File: src/rtl/s2p_fifo_with_params.sv
// s2p_fifo_with_params: serial-to-parallel word assembler feeding a small FIFO.
// A 1-bit valid/ready stream is gathered into FIFO_WIDTH-bit words. Each
// completed word is written into a FIFO_DEPTH-entry buffer, and the consumer
// drains that buffer through pop/pop_data/empty/full/level.
// Optional feature macro: S2P_PARITY_EN. When it is defined, each frame
// carries one trailing even-parity bit. Only words that pass the parity check
// are stored; a failing word is dropped and par_err pulses for one cycle.
module s2p_fifo_with_params #(
  parameter int FIFO_DEPTH = 8,
  parameter int FIFO_WIDTH = 11,
  parameter bit LSB_FIRST  = 1'b1
) (
  input  logic                          clk,
  input  logic                          rstn,
  input  logic                          ser_valid,
  input  logic                          ser_data,
  output logic                          ser_ready,
  input  logic                          pop,
  output logic [FIFO_WIDTH-1:0]         pop_data,
  output logic                          empty,
  output logic                          full,
  output logic [$clog2(FIFO_DEPTH):0]   level,
  output logic                          par_err
);

  localparam int AW = $clog2(FIFO_DEPTH);
  localparam int LW = AW + 1;
  localparam int CW = (FIFO_WIDTH > 2) ? $clog2(FIFO_WIDTH) : 1;
  localparam logic [CW-1:0] CNT_LAST = CW'(FIFO_WIDTH - 1);
`ifdef S2P_PARITY_EN
  localparam bit PAR_EN = 1'b1;
`else
  localparam bit PAR_EN = 1'b0;
`endif

  typedef enum logic {S_DATA = 1'b0, S_PAR = 1'b1} state_t;

  state_t                state_q, state_d;
  logic [CW-1:0]         cnt_q, cnt_d;
  logic [FIFO_WIDTH-1:0] shreg_q, shreg_d;
  logic [AW-1:0]         wptr_q, wptr_d;
  logic [AW-1:0]         rptr_q, rptr_d;
  logic [LW-1:0]         level_q, level_d;
  logic [FIFO_WIDTH-1:0] pop_data_q, pop_data_d;
  logic                  par_err_q, par_err_d;
  logic [FIFO_WIDTH-1:0] mem_q [FIFO_DEPTH];

  logic                  accept;
  logic                  last_bit;
  logic                  push;
  logic                  pop_ok;
  logic                  par_fail;
  logic [FIFO_WIDTH-1:0] shifted;
  logic [FIFO_WIDTH-1:0] push_word;

  assign empty     = (level_q == '0);
  assign full      = (level_q == LW'(FIFO_DEPTH));
  assign level     = level_q;
  assign pop_data  = pop_data_q;
  assign par_err   = par_err_q;

  // The next accepted bit completes a frame: the parity bit if it is enabled, else the last data bit.
  assign last_bit  = PAR_EN ? (state_q == S_PAR)
                            : ((state_q == S_DATA) && (cnt_q == CNT_LAST));
  // Stall only the completing bit while there is no room. Earlier bits can still be accepted.
  assign ser_ready = !(full && last_bit);
  assign accept    = ser_valid && ser_ready;

  // Framing FSM: shift in data bits, then check parity if it is enabled, and decide whether to push.
  always_comb begin
    state_d   = state_q;
    cnt_d     = cnt_q;
    shreg_d   = shreg_q;
    push      = 1'b0;
    par_fail  = 1'b0;
    if (LSB_FIRST) shifted = {ser_data, shreg_q[FIFO_WIDTH-1:1]};
    else           shifted = {shreg_q[FIFO_WIDTH-2:0], ser_data};
    push_word = shifted;
    if (accept) begin
      case (state_q)
        S_DATA: begin
          shreg_d = shifted;
          if (cnt_q == CNT_LAST) begin
            cnt_d = '0;
            if (PAR_EN) state_d = S_PAR;
            else        push    = 1'b1;
          end else begin
            cnt_d = cnt_q + 1'b1;
          end
        end
        S_PAR: begin
          state_d   = S_DATA;
          push_word = shreg_q;
          // Even parity: the data bits and the parity bit XOR to zero.
          if (^{shreg_q, ser_data}) par_fail = 1'b1;
          else                      push     = 1'b1;
        end
        default: state_d = S_DATA;
      endcase
    end
    par_err_d = PAR_EN ? par_fail : 1'b0;
  end

  // FIFO bookkeeping: level is the only source of empty/full, and pop_data is loaded only on a real pop.
  always_comb begin
    pop_ok     = pop && !empty;
    wptr_d     = push   ? wptr_q + AW'(1) : wptr_q;
    rptr_d     = pop_ok ? rptr_q + AW'(1) : rptr_q;
    level_d    = level_q + LW'(push) - LW'(pop_ok);
    pop_data_d = pop_ok ? mem_q[rptr_q] : pop_data_q;
  end

  // Control and output registers with asynchronous active-low reset.
  always_ff @(posedge clk or negedge rstn) begin
    if (!rstn) begin
      state_q    <= S_DATA;
      cnt_q      <= '0;
      shreg_q    <= '0;
      wptr_q     <= '0;
      rptr_q     <= '0;
      level_q    <= '0;
      pop_data_q <= '0;
      par_err_q  <= 1'b0;
    end else begin
      state_q    <= state_d;
      cnt_q      <= cnt_d;
      shreg_q    <= shreg_d;
      wptr_q     <= wptr_d;
      rptr_q     <= rptr_d;
      level_q    <= level_d;
      pop_data_q <= pop_data_d;
      par_err_q  <= par_err_d;
    end
  end

  // Storage array. It has no reset because it is only read behind a valid level count.
  always_ff @(posedge clk) begin
    if (push) mem_q[wptr_q] <= push_word;
  end

endmodule

File: config.mk
export PLATFORM = sky130hd
export DESIGN_NAME = s2p_fifo_with_params
export DESIGN_NICKNAME = d
export VERILOG_FILES = /design/src/rtl/s2p_fifo_with_params.sv
export SDC_FILE = /design/constraint.sdc
export NUM_CORES = 1
export LEC_CHECK = 0
export BUFFER_PORTS_ARGS = -buffer_cell sky130_fd_sc_hd__buf_2
export CAP_MARGIN = 20
export CORE_ASPECT_RATIO = 0.8
export CORE_MARGIN = 3
export CORE_UTILIZATION = 40
export CTS_BUF_LIST = sky130_fd_sc_hd__clkbuf_2 sky130_fd_sc_hd__clkbuf_4 sky130_fd_sc_hd__clkbuf_8
export DETAILED_ROUTE_END_ITERATION = 8
export PLACE_DENSITY_LB_ADDON = 0.1
export SETUP_SLACK_MARGIN = 0.2
export SYNTH_ARGS = -nofsm -noshare
export SYNTH_HDL_FRONTEND = slang
export SYNTH_SLANG_ARGS = --single-unit
File: constraint.sdc
create_clock -name clk -period 2.4 [get_ports clk]
set_clock_uncertainty 0.05 [all_clocks]
set_input_delay 0.48 -clock clk [delete_from_list [all_inputs] [get_ports clk]]
set_output_delay 0.48 -clock clk [all_outputs]
set_load 0.02 [all_outputs]
==> results of run 1 <==
## metal layers
| layer | vias to the layer above | global-route usage (%) |
|---|---|---|
| met2 | 38 | 22.0 |
| met4 | 0 | 4.63 |
| met1 | 1337 | 23.4 |
| met3 | 4 | 5.47 |
| met5 | - | 0 |
| li1 | 1278 | - |
## flip-flops by register name (all words and copies together) (netlist names)
name,flops
rptr_q,3
pop_data,11
wptr_q,3
level,4
shreg_q,10
cnt_q,4
mem_q,88
## worst max-delay path, delay by kind of cell, from the launching register on
| family | cells | cell delay (ps) |
|---|---|---|
| buf+inv | 3 | 120 |
| fa+ha+maj | 4 | 1000 |
| simple gates | 3 | 480 |
| flops | 1 | 440 |
## worst min path at each step
stage               slack [ps]                      end  cells past startpoint
floorplan                  130     cnt_q[0]$_DFFE_PN0N_                      0
global placement           380  pop_data[5]$_DFFE_PN0P_                      1
detailed placement         380  pop_data[5]$_DFFE_PN0P_                      1
CTS                        290   mem_q[5][10]$_DFFE_PP_                      1
global route               300   mem_q[4][10]$_DFFE_PP_                      1
finish                     320   mem_q[5][10]$_DFFE_PP_                      1
## final cells by class
type,count,area [um2]
repair buffers,46,312
multi-input cells,160,1390
inverters,18,67.6
clock buffers,24,312
flip-flops and latches,123,3520
clock inverters,8,90.1
fillers,1023,5940
well taps,148,185
## through the flow
| stage | TNS (ps) | area (um2) | power (W) | std cells | utilization (%) |
|---|---|---|---|---|---|
| floorplan | -57.0 | 5050 | 0.00438 | 315 | - |
| global placement | 0 | 5420 | 0.00494 | 491 | 45.9 |
| detailed placement | 0 | 5420 | 0.00497 | 491 | 45.9 |
| CTS | 0 | 5860 | 0.00682 | 526 | 49.5 |
| global route | 0 | 5880 | 0.00719 | 527 | 49.7 |
| finish | 0 | 5880 | 0.00675 | 527 | 49.7 |
## layout by cell type, fill, tap and decap left out, types with 2 or more instances in the layout
cell,netlist,routed
nor3_2,0,2
mux2i_1,45,45
nand3_1,14,14
o21ai_0,12,12
a22oi_1,22,22
bufinv_16,0,2
xnor2_1,6,6
inv_2,0,4
inv_1,18,14
buf_2,4,21
edfxtp_1,88,88
nor3b_4,0,2
ha_4,0,4
nor2b_1,4,3
ha_1,8,4
clkinv_2,0,3
nor2_1,9,9
clkinv_1,0,2
buf_4,6,22
xor2_1,2,2
clkbuf_8,0,21
dfrtp_2,0,3
mux2_2,12,12
nand2_4,1,2
dfrtp_1,35,32
nand2_1,6,5
clkbuf_4,0,3
## power breakdown
part / total (W) / switching, W / internal [W]
combinational: 0.00195 / 0.00108 / 0.000863
clock: 0.00181 / 0.000757 / 0.00106
sequential: 0.00299 / 0.000321 / 0.00267
## cell families after synthesis
logic type | synth area share, %
flops | 70.9
fa+ha+maj | 2.42
simple gates | 5.32
xor+xnor | 1.41
other cells | 0.0756
compound gates | 5.07
buf+inv | 2.98
mux | 11.8
## timing repair
action	4_1_cts	5_1_grt
pin swaps	0	2
resized for setup	2	3
hold buffers	1	0
setup endpoints to repair	2	4
hold endpoints to repair	13	0
setup buffers	2	1
==> run_results.csv, run 1 <==
group,metric,value,unit
sta,rsz_0062_raised_after_global_routing,"true",
critical_path,crit_path_end_kind,"flip-flop",
routing,routedLengthMet1,4.98,mm
sta,hold_ws,320,ps
synth,netlist.top_cell.by_area,"edfxtp_1",
critical_path,regToRegEndpoint,"level[1]$_DFF_PN0_",
routing,finalWirelength,9.81,mm
clock_tree,cts_inserted_buffers,17,
routing,viasPerCell,5.04,
global_route,grt-ovfl-total,0,
synth,syn_inst,315,
clock_tree,tritoncts_num_sinks,123,
synth,syn_avg_cell_area,15.7,um2
sta,worstMarginPinSlew,619,ps
routing,dr.pass1.iters,6,
die,die_h,106,um
sta,setup_slack,203,ps
sta,final_hold_viol_count,0,
critical_path,reg2reg_slack,200,ps
synth,ys.warnings.count,0,
critical_path,crit_fanout,3,
routing,route.vias.total,2657,
die,die_width,131,um
routing,drtIter0Drc,153,
placed_design,place_worst_setup_slack,157,ps
critical_path,timing.critical_path.required,2670,ps
global_route,grt_usage,15.8,%
routing,detail_route_met2_wl,4.45,mm
critical_path,crit_start,"level[3]$_DFF_PN0_",
critical_path,worstSetupPathType,"reg2reg",
routing,drcViolationCount,0,
critical_path,worst-endpoint-arrival,2470,ps
routing,wl_per_cell,18.6,um
critical_path,crit_path_end,"level[1]$_DFF_PN0_",
synth,post-synth-top-count-cell,"edfxtp_1",
synth,ys_ff_latch,123,
sta,period_minus_slack,2200,ps
synth,ys_async_sr_fraction,28.5,%
placed_design,detailed_place_hpwl,5.91,mm
synth,postSynthNetCount,329,
global_route,antenna_found_initial,0,
sta,setup_viol_count_final,0,
clock_tree,clk_pin_slew_worst_paths,70,ps
placed_design,port_buffers,22,
clock_tree,clkLatencyLatePin,420,ps
clock_tree,h-tree-depth,4,
clock_tree,ctsLongestPathBuffers,2,
sta,max_freq,455,MHz
outcome,result_of_the_run,"completed",
clock_tree,tritoncts,"built",
critical_path,cpPeakStageDelay,500,ps
power_and_ir_drop,cellLeakagePower,2.31,nW
routing,number_of_nets_still_failing_antenna_checks_after_routing,0,
synth,commonest_cells_post_synth,"88 x edfxtp_1, 45 x mux2i_1, 35 x dfrtp_1",
critical_path,startpoint_types,"flip-flop",
cells_and_area,area_growth,18.6,%
critical_path,crit_path_frequent_cell,"ha_4",
cells_and_area,layout.nets,380,
synth,yosysSeqAreaShare,70.9,%
routing,met3_wirelength,324,um
die,placementRows,35,
placed_design,gp_congestion,0.687,
sta,layout_worst_path_cycle_share,91.5,%
synth,synth_area_leaders,"edfxtp_1 53%, dfrtp_1 18%, mux2i_1 9.1%",
clock_tree,clock_tree.root_cell,"clkbuf_8",
die,floorplan.initialDensity,42.0,%
critical_path,critical_path.cell_chain,"ha_4, nor3b_4, and2b_4, nand2_4, ha_4, inv_2, ha_4, inv_2, fa_2, inv_1",
routing,maxUsedRoutingLayer,"met4",
synth,synth_enable_flop_cells,88,
die,core_box_area,11800,um2
critical_path,cp_slowest_cell,"fa_2",
power_and_ir_drop,vdd.ir_drop.worst,0.767,mV
die,floorplan.die_area,13800,um2
cells_and_area,post_route_cells_drive_above_1_share,29.3,%
critical_path,r2r_cells,10,
min_path,hold_start,"ser_data",
global_route,pin_count_of_the_biggest_net_entering_global_routing,47,
min_path,holdCritPathClass,"in2reg",
synth,synth_area,4960,um2
cells_and_area,antenna_cells,0,
critical_path,r2r-start,"level[3]$_DFF_PN0_",
synth,ys_dominant_reg_cell,"edfxtp_1",
run,timing.max_cap.violations,0,
sta,worst_slew_margin_rel,58.7,%
global_route,grt_first_pass_wirelength,15.8,mm
power_and_ir_drop,power_per_cell_area,1150,nW/um2
synth,count_of_unique_library_cells_instantiated_by_yosys,34,
sta,finalMaxSlewViolations,0,
synth,post-synth-top-area-fraction,53.3,%
global_route,grt_pass1_vias,2734,
die,ios,24,
(Power assumes the default switching activity.)
==> run 2, diff against run 1 <==
- PLACE_DENSITY_LB_ADDON: 0.1 -> unset
- clock period: 2.4 -> 2.1 ns (I/O delays scaled with it)
==> run_results.csv, run 2 (synthesis results as in run 1) <==
group,metric,value,unit
outcome,result_of_the_run,"finished, violations left",
outcome,violations,"negative setup slack",
cells_and_area,mostFrequentLayoutCell,"edfxtp_1",
power_and_ir_drop,total_power,0.00799,W
global_route,grt_first_pass_wirelength,15.5,mm
critical_path,startpoint_types,"flip-flop",
global_route,pin_count_of_the_biggest_net_entering_global_routing,47,
routing,drtIter0Drc,173,
power_and_ir_drop,switching_share,31.8,%
die,placementRows,35,
sta,worstMarginPinSlew,671,ps
cells_and_area,post_route_cells_drive_above_1_share,35.1,%
cells_and_area,largest_register_ff_count,88,
die,ios,24,
sta,period_minus_slack,2210,ps
power_and_ir_drop,power_per_cell_area,1270,nW/um2
sta,final_hold_viol_count,0,
power_and_ir_drop,power.internal,0.00545,W
global_route,grt_usage,15.7,%
sta,setup_slack,-109,ps
routing,finalWirelength,9.87,mm
cells_and_area,layout.nets,397,
sta,layout_worst_path_cycle_share,105,%
power_and_ir_drop,power_frac_comb,30.8,%
routing,dr.pass1.iters,4,
cells_and_area,layout.cells.most_common_list,"88 x edfxtp_1, 45 x mux2i_1, 32 x dfrtp_1, 22 x a22oi_1, 20 x buf_2",
placed_design,gp_congestion,0.800,
cells_and_area,area_growth,27.2,%
clock_tree,ctsLongestPathBuffers,2,
power_and_ir_drop,power.share.sequential,42.3,%
die,floorplan.initialDensity,42.0,%
placed_design,port_buffers,22,
power_and_ir_drop,share_clk_of_total_power,26.9,%
cells_and_area,layout.filler_cells,939,
placed_design,post_dp_cell_area,5650,um2
clock_tree,clock_tree.root_cell,"clkbuf_8",
routing,wl_per_cell,18.1,um
power_and_ir_drop,power.net_switching,0.00254,W
power_and_ir_drop,cellLeakagePower,2.45,nW
cells_and_area,antenna_cells,0,
sta,finalMaxSlewViolations,0,
sta,worst_slew_margin_rel,55.0,%
global_route,grt_pass1_vias,2729,
global_route,antenna_found_initial,0,
die,die_width,131,um
cells_and_area,register_ranked_first_by_flip_flop_count,"mem_q",
clock_tree,clkLatencyLatePin,440,ps
routing,viasPerCell,5.02,
routing,number_of_nets_still_failing_antenna_checks_after_routing,0,
routing,route.vias.total,2731,
critical_path,worstSetupPathType,"reg2reg",
placed_design,place_worst_setup_slack,-122,ps
clock_tree,tritoncts,"built",
cells_and_area,finish.instance_area,6310,um2
clock_tree,cts_inserted_buffers,17,
placed_design,detailed_place_hpwl,5.80,mm
routing,drcViolationCount,0,
die,core_box_area,11800,um2
critical_path,crit_path_end_kind,"flip-flop",
sta,max_freq,453,MHz
clock_tree,tritoncts_num_sinks,123,
critical_path,timing.critical_path.required,2380,ps
sta,setup_viol_count_final,22,
run,timing.max_cap.violations,0,
min_path,holdCritPathClass,"in2reg",
die,floorplan.die_area,13800,um2
critical_path,crit_fanout,2,
die,die_h,106,um
clock_tree,clk_pin_slew_worst_paths,70,ps
power_and_ir_drop,vdd.ir_drop.worst,0.816,mV
global_route,grt-ovfl-total,0,
clock_tree,h-tree-depth,4,
sta,rsz_0062_raised_after_global_routing,"true",
critical_path,worst-endpoint-arrival,2490,ps
[run 2: worst max-delay path, cell delays in order (launching register included)]
cell	delay, ps
dfrtp_2	430
buf_4	140
inv_2	60
ha_4	120
nor3b_4	220
nor2b_2	100
ha_4	240
inv_2	60
ha_4	120
inv_2	30
fa_2	500
inv_1	30
[run 2: per-layer routing]
metal,vias to the layer above,global-route usage (%),part of all wire [%]
met3,9,5.47,3.7
met5,-,0,0
met2,46,23.3,47
li1,1313,-,-
met1,1363,21.6,48
met4,0,5.07,1.1
[run 2: timing repair]
| item | 4_1_cts | 5_1_grt |
|---|---|---|
| hold buffers | 1 | 0 |
| resized for setup | 23 | 4 |
| hold endpoints to repair | 18 | 0 |
| setup endpoints to repair | 103 | 95 |
| gates cloned | 3 | 0 |
| pin swaps | 4 | 3 |
| setup buffers | 6 | 0 |
[run 2: layout make-up]
cell class                 instances  area [um2]  share of cell area, %
tap                              148         185                   2.93
multi-input combinational        160        1480                   23.5
timing repair buffer              63         638                   10.1
clock buffer                      24         299                   4.74
clock inverter                     8         116                   1.84
inverter                          18        67.6                   1.07
sequential                       123        3520                   55.8
[run 2: path summary, 6_finish.rpt]
path	endpoint	start	cells past startpoint	slack, ps
worst max-delay path	level[1]$_DFF_PN0_	level[3]$_DFF_PN0_	11	-110
max in group asynchronous	shreg_q[10]$_DFFE_PN0N_	rstn	3	1100
worst min-delay path	mem_q[4][10]$_DFFE_PP_	ser_data	1	240
worst min register to register	pop_data[3]$_DFFE_PN0P_	pop_data[3]$_DFFE_PN0P_	2	480
min in group asynchronous	rptr_q[0]$_DFFE_PN0P_	rstn	2	430
worst max register to register	level[1]$_DFF_PN0_	level[3]$_DFF_PN0_	11	-110
[run 2: power by group through the flow]
stage               sequential [W]  combinational, W  clock, W
CTS                        0.00338           0.00246   0.00220
finish                     0.00338           0.00246   0.00215
floorplan                  0.00357           0.00145         0
global placement           0.00339           0.00236         0
global route               0.00344           0.00272   0.00231
detailed placement         0.00341           0.00240         0
[run 2: per-stage QoR]
stage	util (%)	TNS [ps]	hold WS (ps)	instances
after global routing	53.4	-3380	227	544
after global placement	47.8	-69.4	350	502
after detailed placement	47.8	-238	352	502
final	53.4	-602	237	544
after CTS	53.3	-704	214	544
after floorplan	-	-1760	74.4	315
